### src/rtl/fpm_exp_align.sv
// fpm_exp_align: parametrised FPU exponent datapath with a self-timed align/normalise sequencer.
// Optional feature: define FPM_EXP_STICKY_EN to OR shifted-out bits into sticky during ALIGN.
module fpm_exp_align #(
    parameter int EXP_W     = 8,
    parameter int CNT_W     = 6,
    parameter int MANT_BITS = 40
) (
    input  logic             __clk,
    input  logic             _0_f,
    input  logic             start,
    input  logic [1:0]       op,
    input  logic [EXP_W-1:0] ea,
    input  logic [EXP_W-1:0] eb,
    input  logic             mant_nz,
    input  logic             mant_norm,
    input  logic             shifted_bit,
    output logic             busy,
    output logic             done,
    output logic             shr_t,
    output logic             shr_c,
    output logic             shl,
    output logic [EXP_W-1:0] e_res,
    output logic [CNT_W-1:0] fic,
    output logic             g,
    output logic             wt,
    output logic             zf,
    output logic             ovf,
    output logic             unf,
    output logic             sticky
);

    localparam int XW = EXP_W + 2;
    localparam logic signed [XW-1:0] E_MAX      = XW'(2**(EXP_W-1) - 1);
    localparam logic signed [XW-1:0] E_MIN      = ~E_MAX;
    localparam logic signed [XW-1:0] MANT_X     = XW'(MANT_BITS);
    localparam logic [EXP_W-1:0]     E_RES_MIN  = {1'b1, {(EXP_W-1){1'b0}}};
    localparam logic [CNT_W-1:0]     FIC_LAST_N = CNT_W'(MANT_BITS - 1);

    typedef enum logic [2:0] {IDLE, CALC, ALIGN, NORM, DONE} state_t;

    state_t             state, state_d;
    logic [EXP_W-1:0]   ea_q, eb_q;
    logic [1:0]         op_q;
    logic [EXP_W-1:0]   e_res_d;
    logic [CNT_W-1:0]   fic_d;
    logic               g_d, wt_d, zf_d, ovf_d, unf_d, sticky_d;
    logic               sticky_in;

    logic signed [XW-1:0] ea_x, eb_x, diff, abs_diff, r;

`ifdef FPM_EXP_STICKY_EN
    assign sticky_in = shifted_bit;
`else
    logic unused_shifted_bit;
    assign unused_shifted_bit = shifted_bit;
    assign sticky_in          = 1'b0;
`endif

    // Two guard bits keep every sum/difference of two EXP_W operands exact.
    assign ea_x     = {{2{ea_q[EXP_W-1]}}, ea_q};
    assign eb_x     = {{2{eb_q[EXP_W-1]}}, eb_q};
    assign diff     = ea_x - eb_x;
    assign abs_diff = diff[XW-1] ? -diff : diff;
    assign r        = op_q[1] ? (ea_x - eb_x) : (ea_x + eb_x);

    always_comb begin
        // NOTE: every signal gets a default first so no path through the case infers a latch.
        state_d  = state;
        e_res_d  = e_res;
        fic_d    = fic;
        g_d      = g;
        wt_d     = wt;
        zf_d     = zf;
        ovf_d    = ovf;
        unf_d    = unf;
        sticky_d = sticky;
        busy     = 1'b0;
        done     = 1'b0;
        shr_t    = 1'b0;
        shr_c    = 1'b0;
        shl      = 1'b0;

        case (state)
            IDLE: begin
                if (start) begin
                    state_d  = CALC;
                    g_d      = 1'b0;
                    wt_d     = 1'b0;
                    zf_d     = 1'b0;
                    ovf_d    = 1'b0;
                    unf_d    = 1'b0;
                    sticky_d = 1'b0;
                end
            end
            CALC: begin
                busy  = 1'b1;
                fic_d = '0;
                case (op_q)
                    2'b00: begin
                        wt_d    = diff[XW-1];
                        e_res_d = diff[XW-1] ? eb_q : ea_q;
                        if (abs_diff >= MANT_X) begin
                            g_d     = 1'b1;
                            state_d = DONE;
                        end else if (diff == '0) begin
                            state_d = DONE;
                        end else begin
                            fic_d   = CNT_W'(abs_diff);
                            state_d = ALIGN;
                        end
                    end
                    2'b01, 2'b10: begin
                        e_res_d = r[EXP_W-1:0];
                        ovf_d   = (r > E_MAX);
                        unf_d   = (r < E_MIN);
                        state_d = DONE;
                    end
                    default: begin
                        e_res_d = ea_q;
                        state_d = NORM;
                    end
                endcase
            end
            ALIGN: begin
                busy     = 1'b1;
                shr_t    = wt;
                shr_c    = ~wt;
                fic_d    = fic - CNT_W'(1);
                sticky_d = sticky | sticky_in;
                if (fic == CNT_W'(1)) begin
                    state_d = DONE;
                end
            end
            NORM: begin
                busy = 1'b1;
                if (!mant_nz) begin
                    zf_d    = 1'b1;
                    e_res_d = '0;
                    state_d = DONE;
                end else if (mant_norm) begin
                    state_d = DONE;
                end else if (e_res == E_RES_MIN) begin
                    // One more left shift would push the exponent below its range.
                    unf_d   = 1'b1;
                    state_d = DONE;
                end else begin
                    shl     = 1'b1;
                    e_res_d = e_res - EXP_W'(1);
                    fic_d   = fic + CNT_W'(1);
                    if (fic == FIC_LAST_N) begin
                        zf_d    = 1'b1;
                        state_d = DONE;
                    end
                end
            end
            DONE: begin
                done    = 1'b1;
                state_d = IDLE;
            end
            default: state_d = IDLE;
        endcase
    end

    always_ff @(posedge __clk or posedge _0_f) begin
        if (_0_f) begin
            state  <= IDLE;
            ea_q   <= '0;
            eb_q   <= '0;
            op_q   <= '0;
            e_res  <= '0;
            fic    <= '0;
            g      <= 1'b0;
            wt     <= 1'b0;
            zf     <= 1'b0;
            ovf    <= 1'b0;
            unf    <= 1'b0;
            sticky <= 1'b0;
        end else begin
            state  <= state_d;
            e_res  <= e_res_d;
            fic    <= fic_d;
            g      <= g_d;
            wt     <= wt_d;
            zf     <= zf_d;
            ovf    <= ovf_d;
            unf    <= unf_d;
            sticky <= sticky_d;
            if (state == IDLE && start) begin
                ea_q <= ea;
                eb_q <= eb;
                op_q <= op;
            end
        end
    end

endmodule

### config.mk
export PLATFORM = sky130hd
export DESIGN_NAME = fpm_exp_align
export DESIGN_NICKNAME = d
export VERILOG_FILES = /design/src/rtl/fpm_exp_align.sv
export SDC_FILE = /design/constraint.sdc
export NUM_CORES = 1
export LEC_CHECK = 0
export ABC_CLOCK_PERIOD_IN_PS = 3700
export BUFFER_PORTS_ARGS = -buffer_cell sky130_fd_sc_hd__buf_4
export CAP_MARGIN = 10
export CORE_MARGIN = 3
export CORE_UTILIZATION = 43
export DETAILED_ROUTE_END_ITERATION = 10
export SYNTH_ARGS = -nofsm -noshare
export SYNTH_HDL_FRONTEND = slang
export SYNTH_SLANG_ARGS = --single-unit
### constraint.sdc
create_clock -name __clk -period 3.7 [get_ports __clk]
set_clock_uncertainty 0.15 [all_clocks]
set_input_delay 0.555 -clock __clk [delete_from_list [all_inputs] [get_ports __clk]]
set_output_delay 0.555 -clock __clk [all_outputs]
set_load 0.005 [all_outputs]
==> results_dict.tcl, run 1 <==
set metrics [dict create \
    final_util_pct 52.9 \
    grt_pass1_vias 3056 \
    crit_arrival_ns 3.21 \
    ys_seq_area_share_pct 29.2 \
    dpl.hpwl_mm 6.92 \
    antenna_cells 0 \
    fp-row-count 31 \
    final_cell_mix "58 x nand2_1, 51 x buf_4, 40 x dfrtp_1, 38 x o21ai_0, 30 x inv_1" \
    dr.pass1.iters 5 \
    crit_path_frequent_cell "inv_1" \
    wire_per_inst_um 15.9 \
    numCtsBuffers 5 \
    netlist_area_mm2 0.00343 \
    yosysUniqueCellTypes 70 \
    remaining_drc_errors 0 \
    cp_num_buf_inv 2 \
    crit_path_start_kind "register" \
    overflow 0 \
    cts_hold_buf 0 \
    avgViaCountPerCell 5.63 \
    grt_max_degree 30 \
    root_buffer "clkbuf_8" \
    grtUsageTotal_pct 20.9 \
    async_flop_share_pct 100 \
    synth_top_area_cell "dfrtp_1" \
    cp_slowest_stage_delay_ns 0.43 \
    drv_cap 0 \
    die_x_um 95.3 \
    clk_pin_slew_ns 0.08 \
    wl_mm 9.02 \
    status "complete, no violations" \
    layout_commonest_cell "nand2_1" \
    synthFlopType "dfrtp_1" \
    tritoncts "yes" \
    slew_headroom_pct 43.1 \
    totalNegativeSetupSlack_ns 0 \
    drt_iter0_markers 170 \
    netlist_instances 428 \
    critical_path.top_delay_family "compound AO/OA/AOI/OAI gates" \
    fin_crit_sh_pct 85.5 \
    synth.area.top_cells "dfrtp_1 29%, ha_1 9.1%, nand2_1 6.3%, o21ai_0 5.5%, a21oi_1 3.9%" \
    ys_warn_count 0 \
    postRouteAntennaNets 0 \
    path_max_fanout 6 \
    clkSinkCount 40 \
    synth_area_per_cell_um2 8.02 \
    critPathRequiredTime_ns 3.75 \
    crit_path_end_kind "register" \
    die_y_um 95.3 \
    die_area_mm2 0.00909 \
    synth_top_area_share_pct 29.2 \
    cts_setup_buffers 0 \
    final.fill_count 755 \
    synth_enable_flop_cells 0 \
    hold_violations 0 \
    min_period_ns 3.16 \
    fin_nets 518 \
    crit_slowest_cell "fa_1" \
    num_io_pins 49 \
    numPlacedInstances 559 \
    worstMarginPinSlew_ns 0.852 \
    max_freq_ghz 0.316 \
    num_vias 3192 \
    clk-insertion-delay-late_ns 0.30 \
    path_cells "inv_1, ha_1, inv_1, fa_1, xnor2_1, nand2_1, a211oi_2, mux2i_1, a32o_1, nand2_2, o31ai_1" \
    start_util_pct 45.8 \
    clockBufferDepth 2 \
    hold_path_class "input pin to async pin" \
    coreArea_mm2 0.00749 \
    gp_congestion 0.877 \
    hold_ws_ns 0.278 \
    antenna_found_initial 0 \
    critPathKind "register to register" \
    area_growth_pct 15.5 \
    grt_pass1_wl_mm 14.9 \
    syn-num-nets 479 \
    setup_violations 0 \
    stdcell_count 567 \
    drive_gt1_share_pct 16.5 \
    rsz0062_at_grt "no" \
    ys_seq_elements 40 \
    final_max_slew_viol_count 0 \
    port_buffers 46 \
    cts_resized 0 \
    h-tree-depth 2 \
]
==> state kept, by name, summed over array words and instances (netlist names) <==
signal,count
op_q,2
g,1
ovf,1
zf,1
eb_q,8
unf,1
fic,6
e_res,8
wt,1
ea_q,8
state,3
==> per-layer routing <==
layer	routed length [µm]	global-route usage, %	vias up
met5	0	0	-
met1	4190	28.1	1513
met3	407	3.39	12
li1	-	-	1606
met2	4240	34.1	61
met4	191	6.85	0
==> kinds of logic (layout without fill, tap and decap cells) <==
kind of cell,Yosys count,in the layout,synth area share (%)
AOI/OAI and AO/OA,136,136,26.7
xor gates and xnor gates,13,13,3.32
adders and majority gates,27,27,10.3
buffers and inverters,51,91,6.09
DFF,40,40,29.2
muxes,10,10,2.99
other,1,1,0.109
and+or+nand+nor,150,150,21.3
==> synthesized netlist by cell type, drive strengths merged (2+ instances only) <==
master   number
a21oi        29
o21a          2
buf           5
and3          3
nand4         5
a31oi         8
nor4b         2
inv          31
a22o          4
or3           2
mux2          2
clkbuf       14
xor2          6
o221ai        2
o21bai        4
ha           25
fa            2
a2bb2oi       2
mux2i         8
a21o          4
nor3         14
or2           4
o21ai        45
nor3b         6
nor2         29
dfrtp        40
a221oi        3
a311o         2
xnor2         7
and2          3
a32o          3
nand3b        2
and3b         2
o31ai         7
nor2b         3
a211oi        2
a22oi         4
o32ai         4
nand2b        9
nand2        59
nand3         6
==> worst register-to-register path, cell delays in order, from the launching register on <==
cell and delay (ns):
dfrtp_1 0.42, inv_1 0.09, ha_1 0.19, inv_1 0.06, fa_1 0.43, xnor2_1 0.41
nand2_1 0.20, a211oi_2 0.26, mux2i_1 0.25, a32o_1 0.22, nand2_2 0.13, o31ai_1 0.25
==> worst paths after layout <==
path / slack [ns] / from / end / cells past startpoint
worst min register to register: 0.35 / g / g / 1
worst max register to register: 0.54 / ea_q[0] / fic[4] / 11
min in group __clk: 0.29 / ea[4] / ea_q[4] / 3
worst min-delay path: 0.28 / _0_f / ea_q[5] / 2
max in group asynchronous: 2.33 / _0_f / fic[5] / 3
worst max-delay path: 0.54 / ea_q[0] / fic[4] / 11
==> metrics by stage <==
| stage | instance area (µm²) | setup WS [ns] |
|---|---|---|
| 3_3_place_gp | 3860 | 0.625 |
| 4_1_cts | 3960 | 0.540 |
| 3_5_place_dp | 3860 | 0.590 |
| 2_1_floorplan | 3430 | 0.916 |
| 5_1_grt | 3960 | 0.261 |
| 6_report | 3960 | 0.537 |
==> cell type report <==
| cell class | count | area, µm² | share of cell area (%) |
|---|---|---|---|
| clock buffer | 6 | 72.6 | 1.83 |
| inverter | 32 | 120 | 3.03 |
| timing repair buffer | 51 | 383 | 9.66 |
| tap | 99 | 124 | 3.13 |
| sequential | 40 | 1000 | 25.3 |
| clock inverter | 2 | 35.0 | 0.884 |
| multi-input combinational | 337 | 2230 | 56.2 |
Power of run 1 is not shown: default switching activity piles up to over one toggle a cycle in this logic, so the estimate is an artifact.
==> run 2, diff against run 1 <==
--- a/config.mk
+++ b/config.mk
@@ -9,7 +9,7 @@
 export BUFFER_PORTS_ARGS = -buffer_cell sky130_fd_sc_hd__buf_4
 export CAP_MARGIN = 10
 export CORE_MARGIN = 3
-export CORE_UTILIZATION = 43
+export CORE_UTILIZATION = 29
 export DETAILED_ROUTE_END_ITERATION = 10
 export SYNTH_ARGS = -nofsm -noshare
 export SYNTH_HDL_FRONTEND = slang
==> run 2 against run 1 <==
Register-to-register slack lost 0.04 ns. Non-clock buffer count shrank 1. Via count shrank 0.41%. Worst setup slack lost 0.043 ns. Die area grew 45%. Global-route usage shrank 6.0 points. Count of clock-buffer cells in the layout is the same. Critical path type unchanged. Largest cell class unchanged.
==> results_dict.tcl, run 2 (synthesis results as in run 1) <==
set metrics [dict create \
    status "complete, no violations" \
    clkSinkCount 40 \
    min_period_ns 3.21 \
    layout_commonest_cell "nand2_1" \
    port_buffers 46 \
    tritoncts "yes" \
    final_max_slew_viol_count 0 \
    timing.rr.start "ea_q[0]" \
    antenna_found_initial 0 \
    grt_pass1_vias 3183 \
    grt_max_degree 30 \
    rrSetupSlack_ns 0.49 \
    critPathKind "register to register" \
    critPathRequiredTime_ns 3.74 \
    r2r-end "fic[4]" \
    crit_path_start_kind "register" \
    grtUsageTotal_pct 14.9 \
    path_cells "inv_1, ha_1, inv_1, fa_1, xnor2_1, nand2_1, a211oi_2, mux2i_1, a32o_1, nand2_2, o31ai_1" \
    clockBufferDepth 2 \
    max_freq_ghz 0.312 \
    multi_input_area_mm2 0.00223 \
    coreArea_mm2 0.0115 \
    cts_hold_buf 0 \
    num_vias 3179 \
    crit_path_end_kind "register" \
    fp-row-count 39 \
    dr.pass1.iters 4 \
    path_max_fanout 6 \
    reg_top3 "e_res x8, ea_q x8, eb_q x8" \
    grt_pass1_wl_mm 15.8 \
    cp-startpoint "ea_q[0]" \
    wl_mm 9.53 \
    setup.worst_path.end "fic[4]" \
    totalNegativeSetupSlack_ns 0 \
    final_cell_mix "58 x nand2_1, 50 x buf_4, 40 x dfrtp_1, 38 x o21ai_0, 30 x inv_1" \
    h-tree-depth 2 \
    remaining_drc_errors 0 \
    clk_pin_slew_ns 0.06 \
    die_area_mm2 0.0132 \
    crit_slowest_cell "fa_1" \
    die_x_um 115 \
    slew_headroom_pct 43.0 \
    drt_iter0_markers 184 \
    postRouteAntennaNets 0 \
    num_io_pins 49 \
    critical_path.top_delay_family "compound AO/OA/AOI/OAI gates" \
    die_y_um 115 \
    wire_per_inst_um 15.6 \
    dpl.hpwl_mm 7.27 \
    cts_setup_buffers 0 \
    crit_path_frequent_cell "inv_1" \
    fin_nets 517 \
    cp_slowest_stage_delay_ns 0.44 \
    cts_resized 0 \
    seq_area_mm2 0.00100 \
    fin_crit_sh_pct 86.6 \
    drive_gt1_share_pct 16.3 \
    overflow 0 \
    root_buffer "clkbuf_16" \
    antenna_cells 0 \
    crit_arrival_ns 3.24 \
    setup_violations 0 \
    rsz0062_at_grt "no" \
    clk-insertion-delay-late_ns 0.28 \
    hold_violations 0 \
    start_util_pct 29.8 \
    avgViaCountPerCell 5.21 \
    ff2ff_path_depth 11 \
    drv_cap 0 \
    numCtsBuffers 5 \
    hold_path_class "input pin to async pin" \
    gp_congestion 0.883 \
    worstMarginPinSlew_ns 0.855 \
    area_growth_pct 18.5 \
    final.fill_count 1220 \
    cp.depth 11 \
    cp_num_buf_inv 2 \
]
run 2: cell types whose count changed in the layout (fill, tap and decap cells not counted), sizes merged:
cell | before | now
buf | 51 | 50
run 2: area by class of cell:
class	count	share of cell area (%)
multi-input cells	337	54.8
flip-flops and latches	40	24.6
repair buffers	50	9.23
well taps	143	4.40
clock buffers	6	3.17
inverters	32	2.95
clock inverters	2	0.861
run 2: worst min-delay path by stage:
stage	from	endpoint	slack, ns	cells past startpoint
global placement	g	g	0.33	1
global route	ea[7]	ea_q[7]	0.32	3
finish	_0_f	e_res[6]	0.29	2
floorplan	g	g	0.34	1
detailed placement	g	g	0.33	1
CTS	ea[5]	ea_q[5]	0.31	3
run 2: per-layer routing:
| layer | GRT usage [%] | vias to the layer above | wire, µm |
|---|---|---|---|
| li1 | - | 1600 | - |
| met1 | 21.2 | 1491 | 4440 |
| met2 | 23.2 | 74 | 4340 |
| met3 | 2.05 | 14 | 510 |
| met4 | 5.01 | 0 | 239 |
| met5 | 0 | - | 0 |
run 2: through the flow:
stage | std cells | hold WS, ns | utilization (%) | setup slack (ns) | area (µm²)
finish | 610 | 0.295 | 35.3 | 0.494 | 4070
global route | 610 | 0.316 | 35.3 | 0.213 | 4070
CTS | 610 | 0.311 | 35.3 | 0.519 | 4070
detailed placement | 602 | 0.332 | 33.9 | 0.567 | 3900
global placement | 602 | 0.329 | 33.9 | 0.612 | 3900
floorplan | 428 | 0.337 | - | 0.916 | 3430
Power of run 2 is left out for the same reason.
